[src/rtl/keypad_scanner_pkg.sv]
// Key codes and the 4x3 keypad map, shared by the keypad scanner and the alarm clock top.
package alarmclock_defs;

    localparam logic [3:0] KEY_NOKEY = 4'd10;
    localparam logic [3:0] KEY_STAR  = 4'd11;
    localparam logic [3:0] KEY_HASH  = 4'd12;

    localparam logic [3:0] KEY_MAP [4][3] = '{
        '{4'd1,     4'd2, 4'd3},
        '{4'd4,     4'd5, 4'd6},
        '{4'd7,     4'd8, 4'd9},
        '{KEY_STAR, 4'd0, KEY_HASH}
    };

    function automatic logic [1:0] active_cols(input logic [2:0] cols_n);
        logic [1:0] n;
        n = 2'd0;
        for (int i = 0; i < 3; i++) begin
            n = n + {1'b0, ~cols_n[i]};
        end
        return n;
    endfunction

    // Index of the pulled-low column; only meaningful when exactly one is low.
    function automatic logic [1:0] active_col_idx(input logic [2:0] cols_n);
        logic [1:0] idx;
        case (cols_n)
            3'b110:  idx = 2'd0;
            3'b101:  idx = 2'd1;
            3'b011:  idx = 2'd2;
            default: idx = 2'd0;
        endcase
        return idx;
    endfunction

endpackage

[src/rtl/keypad_scanner_debounce.sv]
// Frame-level debouncer: accepts a frame result only after DEBOUNCE_SCANS identical frames.
module keypad_debounce
    import alarmclock_defs::*;
#(
    parameter int DEBOUNCE_SCANS = 3
) (
    input  logic       clock,
    input  logic       reset,
    input  logic       frame_valid,
    input  logic [3:0] frame_result,
    output logic [3:0] key,
    output logic       key_strobe
);

    localparam int CNT_W = $clog2(DEBOUNCE_SCANS + 1);
    localparam logic [CNT_W-1:0] CNT_MAX = CNT_W'(DEBOUNCE_SCANS);

    logic [3:0]       cand;
    logic [CNT_W-1:0] stable_cnt;

    // Candidate tracking on frame ends, acceptance on the following cycle.
    always_ff @(posedge clock) begin
        if (reset) begin
            cand       <= KEY_NOKEY;
            stable_cnt <= '0;
            key        <= KEY_NOKEY;
            key_strobe <= 1'b0;
        end else begin
            if (frame_valid) begin
                if (frame_result == cand) begin
                    if (stable_cnt != CNT_MAX) begin
                        stable_cnt <= stable_cnt + CNT_W'(1);
                    end else begin
                        stable_cnt <= stable_cnt;
                    end
                end else begin
                    cand       <= frame_result;
                    stable_cnt <= CNT_W'(1);
                end
            end else begin
                cand       <= cand;
                stable_cnt <= stable_cnt;
            end

            // Releases update key silently; only real keys pulse the strobe.
            if ((stable_cnt == CNT_MAX) && (cand != key)) begin
                key        <= cand;
                key_strobe <= (cand != KEY_NOKEY);
            end else begin
                key        <= key;
                key_strobe <= 1'b0;
            end
        end
    end

endmodule

[src/rtl/keypad_scanner.sv]
// 4x3 matrix keypad scanner: row walking, column sampling, per-frame ghost-rejecting decode.
module keypad_scanner
    import alarmclock_defs::*;
#(
    parameter int SCAN_DIV       = 4,
    parameter int DEBOUNCE_SCANS = 3
) (
    input  logic       clock,
    input  logic       reset,
    input  logic [2:0] col_n,
    output logic [3:0] row_n,
    output logic [3:0] key,
    output logic       key_strobe
);

    localparam int DIV_W = (SCAN_DIV > 1) ? $clog2(SCAN_DIV) : 1;
    localparam logic [DIV_W-1:0] DIV_LAST = DIV_W'(SCAN_DIV - 1);

    logic [DIV_W-1:0] div_cnt;
    logic [1:0]       row_idx;
    logic [1:0]       hit_cnt;
    logic [3:0]       hit_code;

    logic       slot_end;
    logic       frame_end;
    logic [1:0] n_act;
    logic [1:0] act_col;
    logic [1:0] next_row;
    logic [1:0] hit_cnt_next;
    logic [3:0] hit_code_next;
    logic [3:0] frame_result;

    // Fold the current row sample into the frame accumulators; hit_cnt saturates at 2.
    always_comb begin
        slot_end      = (div_cnt == DIV_LAST);
        frame_end     = slot_end && (row_idx == 2'd3);
        n_act         = active_cols(col_n);
        act_col       = active_col_idx(col_n);
        next_row      = row_idx + 2'd1;
        hit_cnt_next  = hit_cnt;
        hit_code_next = hit_code;
        if (slot_end) begin
            if (({1'b0, hit_cnt} + {1'b0, n_act}) >= 3'd2) begin
                hit_cnt_next = 2'd2;
            end else begin
                hit_cnt_next = hit_cnt + n_act;
            end
            if (n_act == 2'd1) begin
                hit_code_next = KEY_MAP[row_idx][act_col];
            end else begin
                hit_code_next = hit_code;
            end
        end else begin
            hit_cnt_next  = hit_cnt;
            hit_code_next = hit_code;
        end
        if (hit_cnt_next == 2'd1) begin
            frame_result = hit_code_next;
        end else begin
            frame_result = KEY_NOKEY;
        end
    end

    // Row scan counter, row driver and frame accumulator registers.
    always_ff @(posedge clock) begin
        if (reset) begin
            div_cnt  <= '0;
            row_idx  <= 2'd0;
            row_n    <= 4'b1110;
            hit_cnt  <= 2'd0;
            hit_code <= KEY_NOKEY;
        end else begin
            if (slot_end) begin
                div_cnt <= '0;
                row_idx <= next_row;
                row_n   <= ~(4'b0001 << next_row);
            end else begin
                div_cnt <= div_cnt + DIV_W'(1);
                row_idx <= row_idx;
                row_n   <= row_n;
            end
            if (frame_end) begin
                hit_cnt  <= 2'd0;
                hit_code <= KEY_NOKEY;
            end else begin
                hit_cnt  <= hit_cnt_next;
                hit_code <= hit_code_next;
            end
        end
    end

    keypad_debounce #(
        .DEBOUNCE_SCANS(DEBOUNCE_SCANS)
    ) u_debounce (
        .clock       (clock),
        .reset       (reset),
        .frame_valid (frame_end),
        .frame_result(frame_result),
        .key         (key),
        .key_strobe  (key_strobe)
    );

endmodule

[config.mk]
export PLATFORM = sky130hd
export DESIGN_NAME = keypad_scanner
export DESIGN_NICKNAME = d
export VERILOG_FILES = /design/src/rtl/keypad_scanner_pkg.sv /design/src/rtl/keypad_scanner_debounce.sv /design/src/rtl/keypad_scanner.sv
export SDC_FILE = /design/constraint.sdc
export NUM_CORES = 1
export LEC_CHECK = 0
export ABC_AREA = 1
export CORE_ASPECT_RATIO = 0.75
export CORE_UTILIZATION = 40
export DETAILED_ROUTE_END_ITERATION = 12
export GPL_ROUTABILITY_DRIVEN = 0
export SLEW_MARGIN = 20
export SYNTH_ARGS = -nofsm -noshare
export SYNTH_HDL_FRONTEND = slang
export SYNTH_HIERARCHICAL = 1
export SYNTH_SLANG_ARGS = --single-unit
[constraint.sdc]
create_clock -name clock -period 6.58 [get_ports clock]
set_clock_uncertainty 0.15 [all_clocks]
set_input_delay 1.316 -clock clock [delete_from_list [all_inputs] [get_ports clock]]
set_output_delay 1.316 -clock clock [all_outputs]
set_load 0.03 [all_outputs]
==> results.md <==
* Vias in the first global route at 1084
* Port bufs at 13
* Largest net degree at the start of global routing at 17
* GRT Resource Usage Total at 16.45%
* Final Hold Vio Count at 0
* Final ANT Viol Nets at 0
* CP required at 6660 ps
* Mean post-synth cell area at 7.336 sq um
* Post-place setup slack at 1907 ps
* Largest area contributor in the netlist: dfxtp_1
* End of the worst register-to-register path: u_debounce/stable_cnt[1]$_SDFFE_PP0P_
* Final setup fails at 0
* Worst slew margin at 66.02%
* Mapped Area at 0.001394 sq mm
* Mux share of post-synthesis cell area at 3.591%
* Worst path max stage delay at 560 ps
* Worst r2r path cells at 17
* Adder-cell share of the synthesized area at 12.75%
* IO Count at 14
* Iteration-0 DRC Markers at 23
* Full die area at 0.003727 sq mm
* Clock root cell: clkbuf_8
* 1st-pass router iterations at 4
* CP Launch Type: input port
* Fillers at 330
* R2r setup slk at 4110 ps
* Clk_lat worst skew at 280 ps
* Vias per inst at 4.857
* CTS tree: done
* Post-cts repair resize count at 0
* Critical path arrival at 4450 ps
* Largest cells by area after synthesis: dfxtp_1 36%, nand2_1 12%, ha_1 9.9%
* Setup Total Neg Slack at 0 ps
* DR vias at 1185
* Commonest non-fill, non-tap cell in the layout: nand2_1
* Crit path to: u_debounce/stable_cnt[1]$_SDFFE_PP0P_
* Crit path max fanout at 6
* Ordered cell list for the critical path: clkdlybuf4s50_1, inv_1, fa_1, ha_1, inv_1, fa_1, nand2_1, nor2_1, a21oi_1, inv_1, nand2_1, a21oi_1, inv_1, nand2_1, nand2_1, nor2_2, nand2_2, nand2_4, nand2_2, nor2_2
* Deepest clock path buffer count at 2
* Wirelength, routed at 2729 microns
* Crit path from: col_n[0]
* Cts bufs inserted at 3
* Max Cap Viol at 0
* Cell count after synthesis at 190
* Hold buffers post-CTS at 0
* Worst R2R Start: hit_cnt[0]$_SDFF_PP0_
* Slowest stage cell, crit path: clkdlybuf4s50_1
* Maximum clock rate at 228.9 MHz
* Synth Register Bits at 25
* VDD IR-drop max at 0.1265 mV
* Register area share after synthesis at 35.91%
* Power Density at 185.1 mW/mm^2
* Initial antenna violation count at 0
* Fin crit share at 66.40%
* CTS clk-pin slew, worst paths at 100 ps
* Post-CTS setup buffer count at 0
* Starting density of the core at 42.10%
* Fin. max-slew vios at 0
* Final worst setup slack at 2211 ps
* Pleak at 0.7654 nW
* First-pass GRT wire length at 4698 microns
* Synth-to-Final Area Change at 15.26%
* Row Count at 18
* Tmin final at 4369 ps
* Hold Crit Class: reg -> reg
* Most frequent cells in the layout: 44 x nand2_1, 28 x inv_1, 25 x dfxtp_1
* Worst slew pin tran at 508.2 ps
* Largest family of logic cells by synthesized area: simple AND/OR/NAND/NOR gates
* Die Wd at 70.16 microns
* Synth top area share at 35.91%
* Outcome: finished clean
* Detailed Place HPWL at 2119 microns
* RSZ-0062 raised after global routing: no
* Compound-Gate Fraction of Synth Area at 8.259%
* Layout cells sized above 1 at 7.353%
* Mapped Nets at 208
* Ant diodes at 0
* H-Tree Depth at 1
* Yosys cell types at 23
* DR WL/cell at 11.18 microns
* Crit Path Class: in -> reg
* Drt drc at 0
* Ys Warns at 6
* Final nets at 223
* Post-synthesis simple-gate area fraction at 26.75%
* Core ar. at 0.003311 sq mm
* GR Overflow Total at 0
* CTS Sinks at 25
* Post-synthesis xor/xnor area fraction at 3.142%
* Die height at 53.12 microns
* Endpoint type of the worst setup path: flop
logic make-up (layout without fill, tap and decap cells):
family | after synthesis | in the layout
AO/OA/AOI/OAI | 23 | 23
XOR/XNOR | 5 | 5
adder cells (fa/ha/maj) | 13 | 13
buffers and inverters | 34 | 48
flip-flops | 25 | 25
multiplexers | 5 | 5
AND/OR/NAND/NOR | 85 | 85
critical path, delay by kind of cell:
| family | cells | cell delay, ps |
|---|---|---|
| compound gates | 2 | 280 |
| simple gates | 10 | 840 |
| fa+ha+maj | 3 | 1180 |
| buf+inv | 5 | 850 |
power breakdown:
group / internal, W / switching, W / total [W]
clock: 0.0000445 / 0.0000532 / 0.0000977
sequential: 0.000157 / 0.00000316 / 0.000160
combinational: 0.0000152 / 0.0000247 / 0.0000399
worst min path at each step:
stage	startpoint	end	slack, ps	cells past startpoint
final	div_cnt[0]$_SDFF_PP0_	div_cnt[0]$_SDFF_PP0_	280	1
after global routing	div_cnt[0]$_SDFF_PP0_	div_cnt[0]$_SDFF_PP0_	290	1
after CTS	div_cnt[0]$_SDFF_PP0_	div_cnt[0]$_SDFF_PP0_	280	1
after detailed placement	div_cnt[0]$_SDFF_PP0_	div_cnt[0]$_SDFF_PP0_	270	1
after global placement	div_cnt[0]$_SDFF_PP0_	div_cnt[0]$_SDFF_PP0_	260	1
after floorplan	div_cnt[0]$_SDFF_PP0_	div_cnt[0]$_SDFF_PP0_	250	1
stage by stage:
step           cells  hold slack [ps]  total power [W]  util, %  cell area (sq um)
5_1_grt          244            288.7        0.0003126    48.53               1607
2_1_floorplan    190            250.3        0.0001890        -               1394
6_report         244            278.9        0.0002973    48.53               1607
4_1_cts          244            280.8        0.0003001    48.53               1607
3_5_place_dp     240            274.0        0.0002032    47.01               1556
3_3_place_gp     240            263.4        0.0002019    47.01               1556
sequential cells by signal, indices dropped and copies added, names as in the netlist:
name	count
hit_cnt	2
u_debounce/key	4
div_cnt	2
row_idx	2
row_n	4
hit_code	4
u_debounce/key_strobe	1
u_debounce/cand	4
u_debounce/stable_cnt	2
synthesized netlist by cell type (all sizes together):
master and number:
nand2 47, inv 31, dfxtp 25, nor2 18, a21oi 15, nand3 15
ha 11, o21ai 8, mux2i 5, xor2 5, buf 3, fa 2
nand4 1, nor3 1, nor3b 1, nor4 1, or2 1
layer usage:
layer	track usage, %	vias to the layer above	share of wire (%)
met5	0	-	0
met4	3.000	0	0.40
met3	4.571	2	3.3
met2	26.44	15	42
met1	22.31	549	54
li1	-	619	-
final cells by class:
| cell class | instances | area [sq um] | share of cell area (%) |
|---|---|---|---|
| clock inverter | 1 | 8.758 | 0.5452 |
| multi-input combinational | 131 | 759.5 | 47.27 |
| timing repair buffer | 13 | 130.1 | 8.100 |
| inverter | 31 | 116.4 | 7.243 |
| tap | 40 | 50.05 | 3.115 |
| clock buffer | 3 | 41.29 | 2.570 |
| sequential | 25 | 500.5 | 31.15 |
Note: power is estimated with default switching activity, not from simulation.
